**src/rtl/pipe_kogge_stone_sub_pkg.sv**
```systemverilog
// Shared constants, types and helpers for the pipelined Kogge-Stone subtractor.
`timescale 1ns/1ps

package ks_pkg;

  localparam int KS_BW  = 32;
  localparam int KS_HBW = KS_BW / 2;

  // One prefix-network node: group generate and group propagate.
  typedef struct packed {
    logic g;
    logic p;
  } gp_t;

  // Number of black/grey cell levels needed to span a width.
  function automatic int ks_levels(input int width);
    return $clog2(width);
  endfunction

endpackage

```
**src/rtl/pipe_kogge_stone_sub_if.sv**
```systemverilog
// Operand/result handshake bundle for pipe_kogge_stone_sub.
// Flag signals exist only when KS_SUB_FLAGS_EN is defined.
`timescale 1ns/1ps

interface pipe_kogge_stone_sub_if #(
  parameter int BW = 32
);

  logic          in_valid;
  logic          in_ready;
  logic [BW-1:0] A;
  logic [BW-1:0] B;
  logic          bin;
  logic          out_valid;
  logic          out_ready;
  logic [BW-1:0] diff;
  logic          bout;
`ifdef KS_SUB_FLAGS_EN
  logic          zero;
  logic          neg;
  logic          ovf;
`endif

  modport master (
    output in_valid, A, B, bin, out_ready,
    input  in_ready, out_valid, diff, bout
`ifdef KS_SUB_FLAGS_EN
    , input zero, neg, ovf
`endif
  );

  modport slave (
    input  in_valid, A, B, bin, out_ready,
    output in_ready, out_valid, diff, bout
`ifdef KS_SUB_FLAGS_EN
    , output zero, neg, ovf
`endif
  );

endinterface

```
**src/rtl/pipe_kogge_stone_sub_prefix.sv**
```systemverilog
// Combinational Kogge-Stone carry network: carry into every bit plus carry-out.
`timescale 1ns/1ps

module ks_prefix_add
  import ks_pkg::*;
#(
  parameter int W = 16
) (
  input  logic [W-1:0] g,
  input  logic [W-1:0] p,
  input  logic         cin,
  output logic [W-1:0] carry,
  output logic         cout
);

  localparam int LVLS = ks_levels(W);

  logic [W-1:0] w_g_lvl;
  logic [W-1:0] w_p_lvl;
  logic [W-1:0] w_g_nxt;
  logic [W-1:0] w_p_nxt;

  always_comb begin
    // NOTE: every variable written here gets a full default first, so no path
    // leaves a bit unassigned and no latch can be inferred.
    w_g_lvl    = g;
    w_p_lvl    = p;
    w_g_nxt    = '0;
    w_p_nxt    = '0;
    // Fold carry-in into bit 0 so each prefix group [i:0] already includes it.
    w_g_lvl[0] = g[0] | (p[0] & cin);
    for (int lv = 0; lv < LVLS; lv++) begin
      // Positions below the span distance pass through as buffers.
      w_g_nxt = w_g_lvl;
      w_p_nxt = w_p_lvl;
      for (int i = (1 << lv); i < W; i++) begin
        w_g_nxt[i] = w_g_lvl[i] | (w_p_lvl[i] & w_g_lvl[i - (1 << lv)]);
        w_p_nxt[i] = w_p_lvl[i] & w_p_lvl[i - (1 << lv)];
      end
      w_g_lvl = w_g_nxt;
      w_p_lvl = w_p_nxt;
    end
  end

  assign carry = {w_g_lvl[W-2:0], cin};
  assign cout  = w_g_lvl[W-1];

endmodule

```
**src/rtl/pipe_kogge_stone_sub.sv**
```systemverilog
// Two-stage pipelined A - B - bin subtractor with Kogge-Stone borrow prefix and
// valid/ready back-pressure. Optional zero/neg/ovf flags under KS_SUB_FLAGS_EN.
`timescale 1ns/1ps

module pipe_kogge_stone_sub
  import ks_pkg::*;
#(
  parameter int BW  = KS_BW,
  parameter int HBW = BW / 2
) (
  input  logic                     clk,
  input  logic                     resetn,
  pipe_kogge_stone_sub_if.slave    bus
);

  localparam int HW = BW - HBW;

  // Subtraction as A + ~B + ~bin: generate/propagate on the inverted subtrahend.
  logic [BW-1:0]  w_g;
  logic [BW-1:0]  w_p;
  logic [HBW-1:0] w_c_lo;
  logic           w_cout_lo;
  logic [HBW-1:0] w_diff_lo;
  gp_t  [HW-1:0]  w_gp_hi;

  logic           w_adv1;
  logic           w_adv2;
  logic           w_accept;

  logic           r_v1;
  logic [HBW-1:0] r_diff_lo;
  logic           r_c1;
  gp_t  [HW-1:0]  r_gp_hi;

  logic [HW-1:0]  w_g_hi;
  logic [HW-1:0]  w_p_hi;
  logic [HW-1:0]  w_c_hi;
  logic           w_cout_hi;
  logic [HW-1:0]  w_diff_hi;

  logic           r_v2;
  logic [BW-1:0]  r_diff;
  logic           r_bout;

`ifdef KS_SUB_FLAGS_EN
  logic           r_sx1;
  logic           r_am1;
  logic           r_zero;
  logic           r_neg;
  logic           r_ovf;
  logic [BW-1:0]  w_diff_full;
`endif

  assign w_g = bus.A & ~bus.B;
  assign w_p = bus.A ^ ~bus.B;

  ks_prefix_add #(.W(HBW)) u_prefix_lo (
    .g     (w_g[HBW-1:0]),
    .p     (w_p[HBW-1:0]),
    .cin   (~bus.bin),
    .carry (w_c_lo),
    .cout  (w_cout_lo)
  );

  assign w_diff_lo = w_p[HBW-1:0] ^ w_c_lo;

  always_comb begin
    w_gp_hi = '0;
    w_g_hi  = '0;
    w_p_hi  = '0;
    for (int i = 0; i < HW; i++) begin
      w_gp_hi[i].g = w_g[HBW + i];
      w_gp_hi[i].p = w_p[HBW + i];
      w_g_hi[i]    = r_gp_hi[i].g;
      w_p_hi[i]    = r_gp_hi[i].p;
    end
  end

  ks_prefix_add #(.W(HW)) u_prefix_hi (
    .g     (w_g_hi),
    .p     (w_p_hi),
    .cin   (r_c1),
    .carry (w_c_hi),
    .cout  (w_cout_hi)
  );

  assign w_diff_hi = w_p_hi ^ w_c_hi;

  // Stage 2 drains when empty or consumed; stage 1 follows it. out_ready
  // reaches in_ready combinationally so a full pipe can still accept.
  assign w_adv2   = !r_v2 || bus.out_ready;
  assign w_adv1   = !r_v1 || w_adv2;
  assign w_accept = bus.in_valid && w_adv1;

  assign bus.in_ready = w_adv1;

  // NOTE: state is written with non-blocking assignments so both stages
  // sample the pre-edge values and shift together without ordering races.
  // NOTE: datapath registers are reset as well because diff/bout must read
  // zero straight out of reset, not only after the first result.
  always_ff @(posedge clk or negedge resetn) begin
    if (!resetn) begin
      r_v1      <= 1'b0;
      r_diff_lo <= '0;
      r_c1      <= 1'b0;
      r_gp_hi   <= '0;
`ifdef KS_SUB_FLAGS_EN
      r_sx1     <= 1'b0;
      r_am1     <= 1'b0;
`endif
    end else if (w_adv1) begin
      r_v1 <= bus.in_valid;
      if (w_accept) begin
        r_diff_lo <= w_diff_lo;
        r_c1      <= w_cout_lo;
        r_gp_hi   <= w_gp_hi;
`ifdef KS_SUB_FLAGS_EN
        r_sx1     <= bus.A[BW-1] ^ bus.B[BW-1];
        r_am1     <= bus.A[BW-1];
`endif
      end
    end
  end

`ifdef KS_SUB_FLAGS_EN
  assign w_diff_full = {w_diff_hi, r_diff_lo};
`endif

  // A bubble in stage 1 clears v2 but leaves the last result registers alone.
  always_ff @(posedge clk or negedge resetn) begin
    if (!resetn) begin
      r_v2   <= 1'b0;
      r_diff <= '0;
      r_bout <= 1'b0;
`ifdef KS_SUB_FLAGS_EN
      r_zero <= 1'b0;
      r_neg  <= 1'b0;
      r_ovf  <= 1'b0;
`endif
    end else if (w_adv2) begin
      r_v2 <= r_v1;
      if (r_v1) begin
        r_diff <= {w_diff_hi, r_diff_lo};
        r_bout <= ~w_cout_hi;
`ifdef KS_SUB_FLAGS_EN
        r_zero <= (w_diff_full == '0);
        r_neg  <= w_diff_full[BW-1];
        r_ovf  <= r_sx1 & (r_am1 ^ w_diff_full[BW-1]);
`endif
      end
    end
  end

  assign bus.out_valid = r_v2;
  assign bus.diff      = r_diff;
  assign bus.bout      = r_bout;
`ifdef KS_SUB_FLAGS_EN
  assign bus.zero      = r_zero;
  assign bus.neg       = r_neg;
  assign bus.ovf       = r_ovf;
`endif

endmodule

```
**src/flat_wrapper.sv**
```systemverilog
// flat-port wrapper written by rule: the top's interface ports become plain ports
module pipe_kogge_stone_sub_flat import ks_pkg::*;
#(
  parameter int BW  = KS_BW,
  parameter int HBW = BW / 2
)
  (clk, resetn, bus_in_valid, bus_A, bus_B, bus_bin, bus_out_ready, bus_in_ready, bus_out_valid, bus_diff, bus_bout);
  pipe_kogge_stone_sub_if #(.BW(BW)) bus_i ();
  input  logic clk;
  input  logic resetn;
  input wire logic [$bits(bus_i.in_valid)-1:0] bus_in_valid;
  input wire logic [$bits(bus_i.A)-1:0] bus_A;
  input wire logic [$bits(bus_i.B)-1:0] bus_B;
  input wire logic [$bits(bus_i.bin)-1:0] bus_bin;
  input wire logic [$bits(bus_i.out_ready)-1:0] bus_out_ready;
  output wire logic [$bits(bus_i.in_ready)-1:0] bus_in_ready;
  output wire logic [$bits(bus_i.out_valid)-1:0] bus_out_valid;
  output wire logic [$bits(bus_i.diff)-1:0] bus_diff;
  output wire logic [$bits(bus_i.bout)-1:0] bus_bout;
  assign bus_i.in_valid = bus_in_valid;
  assign bus_i.A = bus_A;
  assign bus_i.B = bus_B;
  assign bus_i.bin = bus_bin;
  assign bus_i.out_ready = bus_out_ready;
  assign bus_in_ready = bus_i.in_ready;
  assign bus_out_valid = bus_i.out_valid;
  assign bus_diff = bus_i.diff;
  assign bus_bout = bus_i.bout;
  pipe_kogge_stone_sub #(.BW(BW), .HBW(HBW)) u_core (.clk(clk), .resetn(resetn), .bus(bus_i));
endmodule
```
**config.mk**
```make
export PLATFORM = sky130hd
export DESIGN_NAME = pipe_kogge_stone_sub_flat
export DESIGN_NICKNAME = d
export VERILOG_FILES = /design/src/rtl/pipe_kogge_stone_sub_pkg.sv /design/src/rtl/pipe_kogge_stone_sub_if.sv /design/src/rtl/pipe_kogge_stone_sub_prefix.sv /design/src/rtl/pipe_kogge_stone_sub.sv /design/src/flat_wrapper.sv
export SDC_FILE = /design/constraint.sdc
export NUM_CORES = 1
export LEC_CHECK = 0
export ABC_AREA = 1
export ABC_CLOCK_PERIOD_IN_PS = 3200
export CORE_MARGIN = 5
export CORE_UTILIZATION = 56
export DETAILED_ROUTE_END_ITERATION = 8
export GPL_TIMING_DRIVEN = 0
export MAX_ROUTING_LAYER = met4
export PLACE_DENSITY_LB_ADDON = 0.05
export SLEW_MARGIN = 40
export SYNTH_ARGS = -nofsm -noshare
export SYNTH_HDL_FRONTEND = slang
export SYNTH_SLANG_ARGS = --single-unit
```
**constraint.sdc**
```tcl
create_clock -name clk -period 3.2 [get_ports clk]
set_clock_uncertainty 0.2 [all_clocks]
set_input_delay 0.48 -clock clk [delete_from_list [all_inputs] [get_ports clk]]
set_output_delay 0.48 -clock clk [all_outputs]
set_load 0.02 [all_outputs]
```
---- Yosys cells after proc, flatten, opt, wreduce, memory -nomap -nowiden ----
Cells that the tools add are included.
word-level totals
  bits in registers ....................... 84
  latch bits .............................. 0
  RAM bits ................................ 0
  ROM bits ................................ 0
  output and inout port bits .............. 35
  word-level logic and storage cells ...... 320
  memories kept ........................... 0
operators by class
  add/subtract/negate cells ............... 0
  multipliers ............................. 0
  divide/modulo/power cells ............... 0
  order comparisons ....................... 0
  equality and inequality tests ........... 0
  shifts and indexed selects .............. 0
  mux-type cells .......................... 0
  bitwise gates (word level) .............. 275
  reduce and logical (&&, ||, !) cells .... 7
operator list
  kind                 number
  1-bit AND            168
  1-bit OR             100
  32-bit AND           1
  32-bit NOT           1
  16-bit XOR           2
  32-bit XOR           1
  2-bit AND reduction  2
  1-bit zero test      2
  1-bit logical OR     2
  1-bit NOT            2
  1-bit logical AND    1

---- Logic depth before layout (Yosys ltp) ----
Gate-level depths: netlist of the first run.
  depth after elaboration ................. 12
  gate-level depth with buffers ........... 12

---- Modules after synthesis ----
A second synthesis of the first run with hierarchy kept.
unflattened totals
  cell total of the unflattened synthesis .. 784
  area total of the unflattened synthesis .. 5300.1 µm²
by module, submodules not included
  module                times used  cells an instance  area an instance (µm²)  sequential area each (µm²)
  pipe_kogge_stone_sub  1           568                4304.1                  2102.0
  ks_prefix_add         2           108                498.0                   0.0

---- Worst setup path after synthesis of the first run ----
No wires, ideal clock.
  path type ............................... in2reg
  start point ............................. input bus_bin
  end point ............................... register u_core.r_diff_lo[6]
  arrival ................................. 1.956 ns
  data required time ...................... 2.879 ns
  slack ................................... 0.923 ns
  stages .................................. 10
  path buffers ............................ 0
  cell sequence ........................... inv_1 -> fa_1 -> fa_1 -> nand2_1 -> nand2_1 -> nand3b_1 -> nand2_1 -> or2_0 -> nand3_1 -> o21ai_1
on the way
  cells in the longest elaborated chain, start to end .. 8
ends and longest elaborated chain
  what                    RTL line                           text
  start: declaration      flat_wrapper.sv:14                 input wire logic [$bits(bus_i.bin)-1:0] bus_bin;
  1-bit NOT               pipe_kogge_stone_sub.sv:60         .cin (~bus.bin),
  1-bit AND               pipe_kogge_stone_sub_prefix.sv:31  w_g_lvl[0] = g[0] | (p[0] & cin);
  1-bit OR                pipe_kogge_stone_sub_prefix.sv:31
  1-bit AND               pipe_kogge_stone_sub_prefix.sv:37  w_g_nxt[i] = w_g_lvl[i] | (w_p_lvl[i] & w_g_lvl[i - (1 << lv)]);
  1-bit OR                pipe_kogge_stone_sub_prefix.sv:37
  1-bit AND               pipe_kogge_stone_sub_prefix.sv:37
  1-bit OR                pipe_kogge_stone_sub_prefix.sv:37
  16-bit XOR              pipe_kogge_stone_sub.sv:65         assign w_diff_lo = w_p[HBW-1:0] ^ w_c_lo;
  end signal: assignment  pipe_kogge_stone_sub.sv:114        r_diff_lo <= w_diff_lo;
  end: declaration        pipe_kogge_stone_sub.sv:31         logic [HBW-1:0] r_diff_lo;
Every way passes these cells.
A chain may end at the register's enable or synchronous reset.

---- Worst setup path in the final report of the first run ----
  start point ............................. input bus_bin
  end point ............................... register u_core.r_diff_lo[14]
on the way
  cells in the longest elaborated chain, start to end .. 10
ends and longest elaborated chain
  what        RTL line
  1-bit NOT   pipe_kogge_stone_sub.sv:60
  1-bit AND   pipe_kogge_stone_sub_prefix.sv:31
  1-bit OR    pipe_kogge_stone_sub_prefix.sv:31
  1-bit AND   pipe_kogge_stone_sub_prefix.sv:37
  1-bit OR    pipe_kogge_stone_sub_prefix.sv:37
  1-bit AND   pipe_kogge_stone_sub_prefix.sv:37
  1-bit OR    pipe_kogge_stone_sub_prefix.sv:37
  1-bit AND   pipe_kogge_stone_sub_prefix.sv:37
  1-bit OR    pipe_kogge_stone_sub_prefix.sv:37
  16-bit XOR  pipe_kogge_stone_sub.sv:65
Every way passes these cells.

==> run metrics, run 1 <==
status completed; final antenna-violating net count 0; pin count of the biggest net entering global routing just under 60; Die Height 105 um; DRC Markers 0; RSZ-0062 raised after global routing no; total track usage about a quarter; Final Non-Filler Cells 947; Vias/cell 5.05; Clock Sinks 84; met2 Use GR 43.0%; Critical Path Sink Type register; Static Leak 0.00361 uW; # setup viols final 0; R2R depth 10; top cell type's share of synthesized area 41.3%; diodes inserted 0; Initial Util 57.9%; Iter 0 DRT Violations 220; placed inst area between 6000 and 7000 um2; top post-synthesis cells by area dfrtp_1 41%, nand2_1 22%, inv_1 9.3%; Ys Warns 0; gr busiest metal met2; Final period util between 80% and 90%; Layout area overhead 28.1%; pins over their slew limit 0; cells after synthesis 718; setup TNS 0 ns; global-route wire length before repair 21.9 mm; via count between 4k and 5k; number of global-route vias before repair 4844; Max IR drop VDD 0.376 mV; antenna violations before repair 0; Min Clock Period, post-route ~2.6 ns; Worst-path clk slew ~0.09 ns; global route overflow 0; fin area 6530 um2; commonest non-fill, non-tap cell in the layout nand2_1; nets approximately 940; largest area contributor in the netlist dfrtp_1; Synth Register Bits 84; WP data arrival approximately 2.6 ns; fmax between 0.3 and 0.4 GHz; Worst-Skew Late Latency 0.36 ns; hold slack final 0.267 ns; Max transition margin 61.6%; CTS tree built; Seq/Total Area, Yosys ~41%; PortBufs 103; share of layout cells above drive strength 1 5.01%; # Max-Cap Violations 0; most frequent cells in the layout 299 x nand2_1, 126 x inv_1, 102 x clkdlybuf4s50_1, 84 x dfrtp_1, 36 x o21ai_0; met3 Use GR 2.81%; TritonCTS buffer count 9; area of the core about 8800 um2; Routed WL around 13 mm; Avg Inst Size Synth between 7 and 8 um2; Worst Max-Slew Pin Slew 0.576 ns; fin util 74.1%; Setup Crit Path Kind in -> reg; Netlist Area Pre-Place 5090 um2; syn nets 822; # Post-CTS Setup Buffers 0; Inst Count DP 930; 1st-pass router iterations 8; CP Launch Type primary input; CP max FO 4; drt wl/cell 13.5 um; full die area around 11000 um2; Yosys cell types 27; DP HPWL 10.2 mm; CTS max path bufs 2; H-tree Lvls 3; gpl congestion 0.853; worst min path class reg -> reg; Hold Violations, Final 0; Hold Crit Depth 2; row count 34; chip width around 110 um; clock root cell clkbuf_8; I/O pin count 104; post_cts resized 0; Power Dens Cells 588 nW/um2; Critical Path RT 3.25 ns; GRT met1 Usage 29.3%
-- worst paths after layout --
kind	start	to	slack [ns]
min	u_core.r_diff_lo[8]	u_core.bus.diff[8]	0.27
max	bus_bin	u_core.r_diff_lo[14]	0.61
max in group asynchronous	resetn	u_core.bus.diff[12]	1.88
min reg2reg	u_core.r_diff_lo[8]	u_core.bus.diff[8]	0.27
min in group asynchronous	resetn	u_core.bus.diff[21]	0.34
max reg2reg	u_core.r_gp_hi[0]	u_core.bus.diff[24]	1.17
-- cells in the mapped netlist, drive strengths merged --
cell / count
or2: 2
ha: 33
buf: 14
o22ai: 2
xnor2: 3
nor2: 28
xor2: 5
nand3: 34
fa: 2
nand4: 2
a21oi: 21
o21ai: 47
nor3: 7
nand2: 303
inv: 127
nand3b: 2
clkbuf: 2
dfrtp: 84
-- metal layers --
| layer | routed length [um] | vias up | part of all wire [%] |
|---|---|---|---|
| li1 | - | 2414 | - |
| met4 | 378 | 0 | 3.0 |
| met5 | 0 | - | 0 |
| met2 | 6410 | 152 | 50 |
| met3 | 614 | 30 | 4.8 |
| met1 | 5390 | 2182 | 42 |
-- metrics by stage --
step | total power (uW) | worst slack [ns]
2_1_floorplan | 2320 | 0.923
3_3_place_gp | 2940 | -1.49
3_5_place_dp | 2990 | 0.221
4_1_cts | 3860 | 0.607
5_1_grt | 4080 | 0.459
6_report | 3840 | 0.613
-- report_power, final --
group / leakage (uW) / switching (uW) / internal (uW)
logic: 0.00246 / 821 / 641
registers: 0.00104 / 178 / 1330
clock network: 0.000110 / 403 / 464
total: 0.00361 / 1400 / 2430
-- sequential cells by signal, indices dropped and copies added, names as in the netlist --
signal	count
u_core.r_gp_hi	32
u_core.bus.out_valid	1
u_core.r_diff_lo	16
u_core.bus.diff	32
u_core.bus.bout	1
u_core.r_c1	1
u_core.r_v1	1
-- cells by family after synthesis --
family / Yosys count / share of synthesized area [%]
adders and majority gates: 35 / 8.89
buffers and inverters: 143 / 11.7
xor gates and xnor gates: 8 / 1.38
AOI/OAI and AO/OA: 70 / 7.32
and+or+nand+nor: 378 / 29.5
DFF: 84 / 41.3
-- critical path: stages --
cell and delay, ns:
clkdlybuf4s50_1 0.46, inv_1 0.06, fa_1 0.47, fa_1 0.40, nand2_1 0.13, nand2_1 0.08
nand3b_1 0.08, nand2_1 0.12, nand2_1 0.12, nand3_1 0.08, nand3_1 0.11, nand2_1 0.06
-- layout make-up --
class / instances / area (um2)
Inverter: 127 / 477
Tap cell: 108 / 135
Clock buffer: 11 / 141
Timing Repair Buffer: 105 / 1070
Buffer: 16 / 118
Fill cell: 726 / 2280
Sequential cell: 84 / 2100
Multi-Input combinational cell: 491 / 2400
Clock inverter: 5 / 85.1
-- repair_timing --
action	in CTS	in global routing
endpoints found under the hold margin	26	0
hold buffers	1	0
setup endpoints to repair	0	0
(Power assumes the default switching activity.)
==> run 2: changes to the inputs <==
Settings changed: ABC_CLOCK_PERIOD_IN_PS 3200 to 2400, CORE_UTILIZATION 56 to 52.
Clock period 3.2 ns to 2.4 ns, I/O delays scaled along.
==> run 2 against run 1 <==
  * Worst setup slack lost 0.49 ns
  * Power grew 30%
  * Via count shrank 0.17%
  * Critical endpoint is now u_core.r_diff_lo[6]
  * Largest power group unchanged
==> run metrics, run 2 (synthesis results as in run 1) <==
internal reg-to-reg setup slack 0.42 ns (-0.75 ns); final antenna-violating net count 0 (unchanged); DRC Markers 0 (unchanged); Critical Path Sink Type register; Inst Count DP 955 (+2.7%); DP HPWL 10.2 mm (about the same); most frequent cells in the layout 297 x nand2_1, 126 x inv_1, 102 x clkdlybuf4s50_1, 84 x dfrtp_1, 36 x o21ai_0; hold slack final 0.255 ns (-0.0123 ns); global-route wire length before repair 21.5 mm (-2.0%); Final period util 95.0%; dpl ws -0.427 ns (-0.649 ns); fin util 67.6% (-6.5 points); Fillers 869 (+20%); commonest non-fill, non-tap cell in the layout nand2_1; Slowest Stage Delay on Critical Path 0.45 ns (-0.02 ns); full die area 11900 um2 (+6.9%); Pint 3160 uW (+30%); Layout area overhead 28.4%; chip width 109 um (+3.4%); Sw Share 36.6% (about the same); global route overflow 0 (unchanged); reg2reg end u_core.bus.diff[24]; Min Clock Period, post-route 2.28 ns; CP Launch Type primary input; pin count of the biggest net entering global routing 60 (+1.7%); area of the multi-input gates 2410 um2 (+0.42%); Worst-Skew Late Latency 0.36 ns (about the same); Setup Crit Path Kind in -> reg; placed inst area 6320 um2 (+0.50%); R2R depth 10 (unchanged); TritonCTS buffer count 9 (unchanged); gr busiest metal met2; critical path, cell by cell clkdlybuf4s50_1 > inv_1 > fa_2 > fa_2 > nand2_2 > nand2_1 > nand3b_1 > nand2_2 > or2_0 > nand3_1 > o21ai_1; Die Height 109 um (+3.4%); drt wl/cell 13.0 um (-3.7%); Max IR drop VDD 0.421 mV (+12%); met3 Use GR 3.85% (+1.0 points); fmax about 0.44 GHz; register area 2100 um2 (unchanged); sequential power share 40.2% (+0.9 points); area of the core 9680 um2 (+10%); number of global-route vias before repair 4766 (-1.6%); Hold Violations, Final 0 (unchanged); diodes inserted 0 (unchanged); 1st-pass router iterations 5 (-3); total track usage 23.6% (-1.1 points); CTS max path bufs 2 (unchanged); # Max-Cap Violations 0 (unchanged); CTS tree built; Max transition margin 64.2% (+2.6 points); pins over their slew limit 0 (unchanged); Static Leak 0.00360 uW (-0.24%); PortBufs 103 (unchanged); clock root cell clkbuf_8; fin area 6540 um2 (+0.27%); status completed; share of layout cells above drive strength 1 5.48% (+0.48 points); # setup viols final 0 (unchanged); GRT met1 Usage 27.2% (-2.1 points); CP max FO 4 (unchanged); Final Non-Filler Cells 972 (+2.6%); Worst-path clk slew 0.08 ns (about the same); Iter 0 DRT Violations 241 (+9.5%); Power Dens Cells 762 nW/um2 (+30%); Clock Sinks 84 (unchanged); gpl congestion 0.917 (+7.5%); via count 4770 (-0.17%); Vias/cell 4.91 (-2.7%); Routed WL 12.6 mm (-1.2%); RR Startpoint u_core.r_gp_hi[0]; worst min path class in -> async; H-tree Lvls 3 (unchanged); antenna violations before repair 0 (unchanged); Comb power frac 39.0% (+0.9 points); Initial Util 52.6% (-5.2 points); I/O pin count 104 (unchanged); nets 938 (unchanged); row count 36 (+5.9%); WP data arrival 2.33 ns (-0.31 ns); P_sw 1820 uW (+30%); Clk pwr share 20.8% (-1.8 points); Worst Max-Slew Pin Slew 0.536 ns (-0.0396 ns); CP max stage cell clkdlybuf4s50_1; Critical Path RT 2.45 ns (-0.80 ns); # Post-CTS Setup Buffers 0 (unchanged); met2 Use GR 40.5% (-2.5 points); fin worst setup slack 0.121 ns (-0.493 ns)
[run 2: power by group through the flow]
stage	combinational [uW]	sequential (uW)	clock (uW)
detailed placement	1960	2020	0
CTS	1960	2000	1060
global placement	1910	2020	0
floorplan	834	2250	0
finish	1950	2000	1040
global route	2170	2050	1130
[run 2: routing by layer]
| metal | part of all wire, % | vias to the layer above |
|---|---|---|
| met5 | 0 | - |
| met3 | 4.6 | 27 |
| li1 | - | 2418 |
| met4 | 2.7 | 0 |
| met2 | 51 | 133 |
| met1 | 42 | 2192 |
[run 2: cell type report]
type,instances,area share (%)
clock buffer,12,2.37
sequential,84,32.1
tap,133,2.54
timing repair buffer,105,16.3
inverter,127,7.28
multi-input combinational,491,36.8
buffer,16,1.80
clock inverter,4,0.727
[run 2: how the worst max path moves through the flow]
stage / from / end
after floorplan: bus_bin / u_core.r_diff_lo[6]
after global placement: resetn / u_core.bus.diff[11]
after detailed placement: bus_bin / u_core.r_diff_lo[6]
after CTS: bus_bin / u_core.r_diff_lo[6]
after global routing: bus_bin / u_core.r_diff_lo[14]
final: bus_bin / u_core.r_diff_lo[6]
[run 2: what timing repair did]
action	in CTS	in global routing
resized for setup	1	3
hold buffers	1	0
endpoints found under the setup margin	3	3
pin swaps	0	0
endpoints found under the hold margin	84	0
[run 2: critical path: cells and delay by family]
| family | cells | cell delay, ns |
|---|---|---|
| AND/OR/NAND/NOR | 6 | 0.63 |
| buffers and inverters | 2 | 0.50 |
| AO/OA/AOI/OAI | 1 | 0.06 |
| adder cells (fa/ha/maj) | 2 | 0.77 |
[run 2: per-stage QoR]
stage,TNS (ns),power [uW]
after global placement,-184.13,3930
after global routing,-0.0152,5340
after detailed placement,-2.35,3980
after CTS,0,5030
final,0,4990
after floorplan,0,3090
